==> config.mk <==
export PLATFORM = sky130hd
export DESIGN_NAME = imm_pack
export DESIGN_NICKNAME = d
export VERILOG_FILES = /design/src/rtl/imm_pack.sv
export SDC_FILE = /design/constraint.sdc
export NUM_CORES = 1
export LEC_CHECK = 0
export ABC_CLOCK_PERIOD_IN_PS = 5000
export BUFFER_PORTS_ARGS = -buffer_cell sky130_fd_sc_hd__buf_2
export CORE_MARGIN = 2
export CORE_UTILIZATION = 57
export DETAILED_ROUTE_END_ITERATION = 7
export HOLD_SLACK_MARGIN = 0.02
export PLACE_DENSITY = 0.84
export SLEW_MARGIN = 20
export SYNTH_ARGS = -nofsm -noshare
export SYNTH_HDL_FRONTEND = slang
export SYNTH_SLANG_ARGS = --single-unit
==> constraint.sdc <==
create_clock -name clk -period 5 [get_ports clk]
set_clock_uncertainty 0.05 [all_clocks]
set_input_delay 1.5 -clock clk [delete_from_list [all_inputs] [get_ports clk]]
set_output_delay 1.5 -clock clk [all_outputs]
set_load 0.01 [all_outputs]
==> src/rtl/imm_pack.sv <==
// rtl/imm_pack.sv - immediate packer: inserts a 64-bit immediate into an RV64 instruction template
//
// Ports:
//   clk, rst_n            clock (rising edge), asynchronous active-low reset
//   in_valid / in_ready   request handshake
//   ins_type              format code: itype=0 stype=1 btype=2 utype=3 jtype=4 ntype=5 rtype=6, 7 illegal
//   imm                   immediate (byte offset for btype/jtype)
//   base                  template instruction supplying the non-immediate fields
//   out_valid / out_ready result handshake
//   ins                   packed instruction
//   range_err             imm not representable in ins_type, or ins_type illegal
//   align_err             imm[0] set for btype/jtype
//   err_clr               synchronous clear of err_count
//   err_count             saturating count of delivered results with any error bit set
module imm_pack #(
    parameter int CNT_W = 16
) (
    input  logic             clk,
    input  logic             rst_n,
    input  logic             in_valid,
    output logic             in_ready,
    input  logic [2:0]       ins_type,
    input  logic [63:0]      imm,
    input  logic [31:0]      base,
    output logic             out_valid,
    input  logic             out_ready,
    output logic [31:0]      ins,
    output logic             range_err,
    output logic             align_err,
    input  logic             err_clr,
    output logic [CNT_W-1:0] err_count
);

    localparam logic [2:0] T_I = 3'd0;
    localparam logic [2:0] T_S = 3'd1;
    localparam logic [2:0] T_B = 3'd2;
    localparam logic [2:0] T_U = 3'd3;
    localparam logic [2:0] T_J = 3'd4;
    localparam logic [2:0] T_N = 3'd5;
    localparam logic [2:0] T_R = 3'd6;

    // Upper bits must all equal the sign bit for the value to fit the field.
    logic fits_11, fits_12, fits_20, fits_31;
    assign fits_11 = (&imm[63:11]) | ~(|imm[63:11]);
    assign fits_12 = (&imm[63:12]) | ~(|imm[63:12]);
    assign fits_20 = (&imm[63:20]) | ~(|imm[63:20]);
    assign fits_31 = (&imm[63:31]) | ~(|imm[63:31]);

    logic range_d, align_d;
    always_comb begin
        range_d = 1'b0;
        align_d = 1'b0;
        case (ins_type)
            T_I, T_S: range_d = ~fits_11;
            T_B: begin
                range_d = ~fits_12;
                align_d = imm[0];
            end
            T_U: range_d = (imm[11:0] != 12'd0) | ~fits_31;
            T_J: begin
                range_d = ~fits_20;
                align_d = imm[0];
            end
            T_N, T_R: range_d = 1'b0;
            default:  range_d = 1'b1;
        endcase
    end

    // Stage 1: request plus its checks. Only imm[31:0] is ever packed.
    logic        s1_valid;
    logic [2:0]  s1_type;
    logic [31:0] s1_imm;
    logic [31:0] s1_base;
    logic        s1_range, s1_align;

    logic s1_load, s2_load;
    assign s2_load  = ~out_valid | out_ready;
    assign s1_load  = ~s1_valid | s2_load;
    assign in_ready = s1_load;

    always_ff @(posedge clk or negedge rst_n) begin
        if (!rst_n) begin
            s1_valid <= 1'b0;
            s1_type  <= 3'd0;
            s1_imm   <= 32'd0;
            s1_base  <= 32'd0;
            s1_range <= 1'b0;
            s1_align <= 1'b0;
        end else if (s1_load) begin
            s1_valid <= in_valid;
            if (in_valid) begin
                s1_type  <= ins_type;
                s1_imm   <= imm[31:0];
                s1_base  <= base;
                s1_range <= range_d;
                s1_align <= align_d;
            end
        end
    end

    // Packing happens regardless of errors, using the truncated bits.
    logic [31:0] packed_ins;
    always_comb begin
        packed_ins = s1_base;
        case (s1_type)
            T_I: packed_ins[31:20] = s1_imm[11:0];
            T_S: begin
                packed_ins[31:25] = s1_imm[11:5];
                packed_ins[11:7]  = s1_imm[4:0];
            end
            T_B: begin
                packed_ins[31]    = s1_imm[12];
                packed_ins[30:25] = s1_imm[10:5];
                packed_ins[11:8]  = s1_imm[4:1];
                packed_ins[7]     = s1_imm[11];
            end
            T_U: packed_ins[31:12] = s1_imm[31:12];
            T_J: begin
                packed_ins[31]    = s1_imm[20];
                packed_ins[30:21] = s1_imm[10:1];
                packed_ins[20]    = s1_imm[11];
                packed_ins[19:12] = s1_imm[19:12];
            end
            default: packed_ins = s1_base;
        endcase
    end

    // Stage 2: registers drive the outputs directly, so they hold while stalled.
    always_ff @(posedge clk or negedge rst_n) begin
        if (!rst_n) begin
            out_valid <= 1'b0;
            ins       <= 32'd0;
            range_err <= 1'b0;
            align_err <= 1'b0;
        end else if (s2_load) begin
            out_valid <= s1_valid;
            if (s1_valid) begin
                ins       <= packed_ins;
                range_err <= s1_range;
                align_err <= s1_align;
            end
        end
    end

    always_ff @(posedge clk or negedge rst_n) begin
        if (!rst_n) begin
            err_count <= '0;
        end else if (err_clr) begin
            err_count <= '0;
        end else if (out_valid && out_ready && (range_err || align_err) && (err_count != '1)) begin
            err_count <= err_count + 1'b1;
        end
    end

endmodule
# Word level (Yosys, flattened, before mapping)
# Cells that the tools add are included.
[word_totals]
ff_bits = 121
output_inout_bits = 52
[op_classes]
addsub = 1
n_eq_ne = 11
n_mux = 8
n_bitwise = 17
reduce_logical = 23
[ops]
columns = ["cell", "count"]
rows = [
  ["AND reduction 53 bit", 1],
  ["OR reduction 53 bit", 1],
  ["AND reduction 52 bit", 1],
  ["OR reduction 52 bit", 1],
  ["AND reduction 44 bit", 1],
  ["OR reduction 44 bit", 1],
  ["AND reduction 33 bit", 1],
  ["OR reduction 33 bit", 1],
  ["2-to-1 mux 16 bit", 2],
  ["case mux 7 bit (4 select lines)", 1],
  ["adder 16 x 1 -> 16 bit (second input constant)", 1],
  ["inequality test 16 bit (second input constant)", 1],
  ["case mux 5 bit (3 select lines)", 1],
  ["equality test 3 x 2 -> 1 bit (second input constant)", 4],
  ["equality test 3 bit (second input constant)", 4],
  ["nonzero test 12 bit", 1],
  ["inverter 1 bit", 10],
  ["case mux 5 bit (2 select lines)", 1],
  ["OR reduction 2 bit", 5],
  ["2-to-1 mux 8 bit", 1],
  ["bitwise OR 1 bit", 7],
  ["equality test 3 x 1 -> 1 bit (second input constant)", 2],
  ["zero test 3 bit", 2],
  ["case mux 1 bit (5 select lines)", 1],
  ["other kinds (5)", 8],
]

# Depth between registers and ports, before layout
[depth]
word_depth = 6
depth_mapped = 8
depth_no_buf = 6

# Worst setup path before layout
# OpenSTA, ideal clock, no wires.
[synth_timing]
kind = "input port to output port"
from = "in out_ready"
to = "out in_ready"
t_arrival_ns = 1.714
required_ns = 3.450
path_slack_ns = 1.736
path_stages = 1
cell_sequence = "nand3b_1"
[synth_between]
elab_chain_len = 2
[synth_rtl]
columns = ["item", "line_no", "source"]
rows = [
  ["from (decl)", "26", "input logic out_ready,"],
  ["bitwise OR 1 bit", "77", "assign s2_load = ~out_valid | out_ready;"],
  ["bitwise OR 1 bit", "78", "assign s1_load = ~s1_valid | s2_load;"],
  ["to (decl)", "21", "output logic in_ready,"],
]
# Every way passes these cells.

# Worst setup path in the final report
# Same ends and word-level chain as after synthesis.

==> results.py <==
metrics = {
    "run_status": {
        "outcome": "finished clean",
    },
    "yosys": {
        "yosys_warnings": 0,
        "synthAdderAreaFrac_pct": 0.222,
        "synth_edf_count": 0,
        "muxShareOfSynthArea_pct": 17.8,
        "synth_xor_area_share_pct": 2.48,
        "synth_area_per_cell_um2": 11.3,
        "syn_area_um2": 5640,
        "synth_cells": 501,
        "ys_top_cells_by_count": "121 x dfrtp_1, 72 x mux2_2, 55 x nand2_1, 33 x nor2_1, 22 x o21ai_0",
        "syn_nets": 606,
        "ys_types": 46,
        "synth.area.top_cells": "dfrtp_1 54%, mux2_2 14%, nand2_1 3.7%, mux2i_1 3.0%, xnor2_1 2.3%",
        "synth-compound-area-share_pct": 7.76,
        "ys_ff_latch": 121,
        "synth_ff_type": "dfrtp_1",
        "synth_top_family_by_area": "multiplexers",
        "ys_async_sr_fraction_pct": 100,
        "yosysTopAreaCell": "dfrtp_1",
        "synth_seq_area_share_pct": 53.7,
        "synth_simple_gate_area_share_pct": 15.5,
        "synth_largest_type_area_fraction_pct": 53.7,
        "yosysMostFrequentCell": "dfrtp_1",
    },
    "global_route": {
        "antenna_found_initial": 0,
        "gr-usage-met3_pct": 7.12,
        "grt_pass1_vias": 4579,
        "use_met1_pct": 34.2,
        "grt_use_met2_pct": 44.1,
        "grt.busiest_layer": "met2",
        "grt_remaining_overflow": 0,
        "grtUsageTotal_pct": 26.8,
        "grt_max_degree": 73,
        "grt_first_pass_wirelength_um": 21800,
    },
    "setup_path": {
        "r2r_end": "err_count[5]",
        "r2r-start": "err_count[6]",
        "crit_chain": "buf_2 > nand3b_1 > buf_2",
        "crit_required_ns": 3.45,
        "slowest_stage": "nand3b_1",
        "cpMostUsedCell": "buf_2",
        "rr_worst_depth": 5,
        "worstSetupPathDepth": 3,
        "crit_type": "input pin to output pin",
        "worstSetupStartpointType": "input pin",
        "crit_fanout": 3,
        "cp.buffers_inverters": 2,
        "cp.arrival_ns": 1.98,
        "reg2reg_slack_ns": 2.87,
        "crit_path_end": "in_ready",
        "critical_path.endpoint_type": "output pin",
        "critPathLaunch": "out_ready",
        "max_stage_delay_ns": 0.20,
        "crit_family": "buffers and inverters",
    },
    "clock_network": {
        "holdBufCountCts": 0,
        "clockBufferDepth": 2,
        "cts_tree": "done",
        "cts_resized": 0,
        "clock_sinks": 121,
        "clkLatencyLatePin_ns": 0.51,
        "h-tree-depth": 4,
        "clockRootBuffer": "clkbuf_8",
        "cts_setup_buffers": 0,
        "cts_made_buffers": 17,
        "path_clk_slew_ns": 0.05,
    },
    "placed_design": {
        "io_buffers": 155,
        "dp_hpwl_um": 9680,
        "gp_congestion": 0.843,
    },
    "die": {
        "fp.dieW_um": 103,
        "die_h_um": 103,
        "num_rows": 36,
        "ios": 156,
        "start_util_pct": 58.3,
        "design.core.area_um2": 9680,
        "die-area_um2": 10700,
    },
    "flow_run": {
        "maxCapViolCount": 0,
    },
    "min_path": {
        "hold_start": "s1_align",
        "hold_path_class": "register to register",
    },
    "routing": {
        "wl_um": 13400,
        "drtPass1Iterations": 5,
        "ant_nets": 0,
        "vias": 4559,
        "drt_iter0_markers": 231,
        "viasPerCell": 5.71,
        "drc_errors": 0,
        "wl_per_cell_um": 16.8,
    },
    "final_layout": {
        "fillers": 710,
        "n_antenna_cell": 0,
        "post-route-util_pct": 72.9,
        "drive_gt1_share_pct": 40.2,
        "nets": 758,
        "area_growth_pct": 25.1,
    },
    "timing": {
        "worstMarginPinSlew_ns": 0.895,
        "setup_viol": 0,
        "relSlewSlack_pct": 40.3,
        "fin_tns_setup_ns": 0,
        "slew_viol_final": 0,
        "post-route-period-util_pct": 70.5,
        "clock.fmax_ghz": 0.284,
        "rsz0062_at_grt": "no",
        "fin_crit_ns": 3.53,
        "worst_hold_slack_ns": 0.408,
        "finalHoldViolations": 0,
    },
    "pwr": {
        "ir_drop_v": 0.000202,
        "power_density_nw_per_um2": 414,
        "power.leakage_nw": 3.26,
    },
}
kinds of logic after synthesis:
logic type	after synthesis
buffers and inverters	32
multiplexers	90
AND/OR/NAND/NOR	171
AO/OA/AOI/OAI	70
XOR/XNOR	16
flip-flops	121
adder cells (fa/ha/maj)	1
power by group:
| part | internal [W] | leakage, nW | total, W | switching, W |
|---|---|---|---|---|
| Clock | 0.000729 | 0.275 | 0.00114 | 0.000407 |
| Combinational | 0.000259 | 1.53 | 0.000525 | 0.000266 |
| Sequential | 0.00114 | 1.46 | 0.00126 | 0.000122 |
sequential cells by signal (all words and copies together) (netlist names):
register   count
align_err      1
err_count     16
ins           32
out_valid      1
range_err      1
s1_align       1
s1_base       32
s1_imm        32
s1_range       1
s1_type        3
s1_valid       1
cell usage in the layout (no fill, tap or decap), types with 2 or more instances in the layout:
cell type and instances:
bufinv_16 2, nand3b_1 2, and2_1 2, a22o_1 6, buf_4 7, a22oi_1 7, dfrtp_1 121, nor2_1 33
o21ai_0 22, inv_1 4, clkbuf_1 4, nor3b_1 2, nor3_1 12, nor4_1 20, a21oi_1 21, clkbuf_8 3
clkbuf_16 16, mux2i_1 17, mux2_2 72, nand2b_1 5, nor2b_1 2, a311oi_1 2, buf_2 154, xnor2_1 15
clkinv_2 6, o211ai_1 4, or3_1 2, nand4_1 17, nand2_1 54, and4_1 5, nand3_1 8
how the worst min path moves through the flow:
stage,to,cells after the start,slack (ns)
finish,align_err,2,0.41
global route,ins[1],2,0.45
CTS,align_err,2,0.41
detailed placement,align_err,2,0.40
global placement,ins[0],2,0.39
floorplan,range_err,2,0.38
per-stage QoR:
| step | total power (W) | instance area, um^2 | std cells | worst slack [ns] |
|---|---|---|---|---|
| 6_report | 0.00292 | 7060 | 799 | 1.47 |
| 5_1_grt | 0.00307 | 7060 | 799 | 1.42 |
| 4_1_cts | 0.00294 | 7060 | 799 | 1.47 |
| 3_5_place_dp | 0.00180 | 6510 | 767 | 1.47 |
| 3_3_place_gp | 0.00177 | 6510 | 767 | 1.50 |
| 2_1_floorplan | 0.00157 | 5640 | 501 | 1.74 |
layout make-up:
class	count	area (um^2)	share of cell area (%)
well taps	133	166	2.36
inverters	4	15.0	0.213
clock inverters	9	97.6	1.38
repair buffers	161	823	11.7
clock buffers	23	457	6.47
flip-flops and latches	121	3030	42.9
multi-input cells	348	2470	35.0
routing by layer:
metal	vias to the layer above	wire [um]
met4	0	271
li1	2125	-
met5	-	0
met2	192	6600
met1	2220	5660
met3	22	920
worst reg2reg max path, delay by kind of cell (launching register included):
family | cells | cell delay [ns]
xor+xnor | 1 | 0.22
simple gates | 4 | 1.29
flops | 1 | 0.45
No activity file was read; power rests on OpenSTA's default activity.
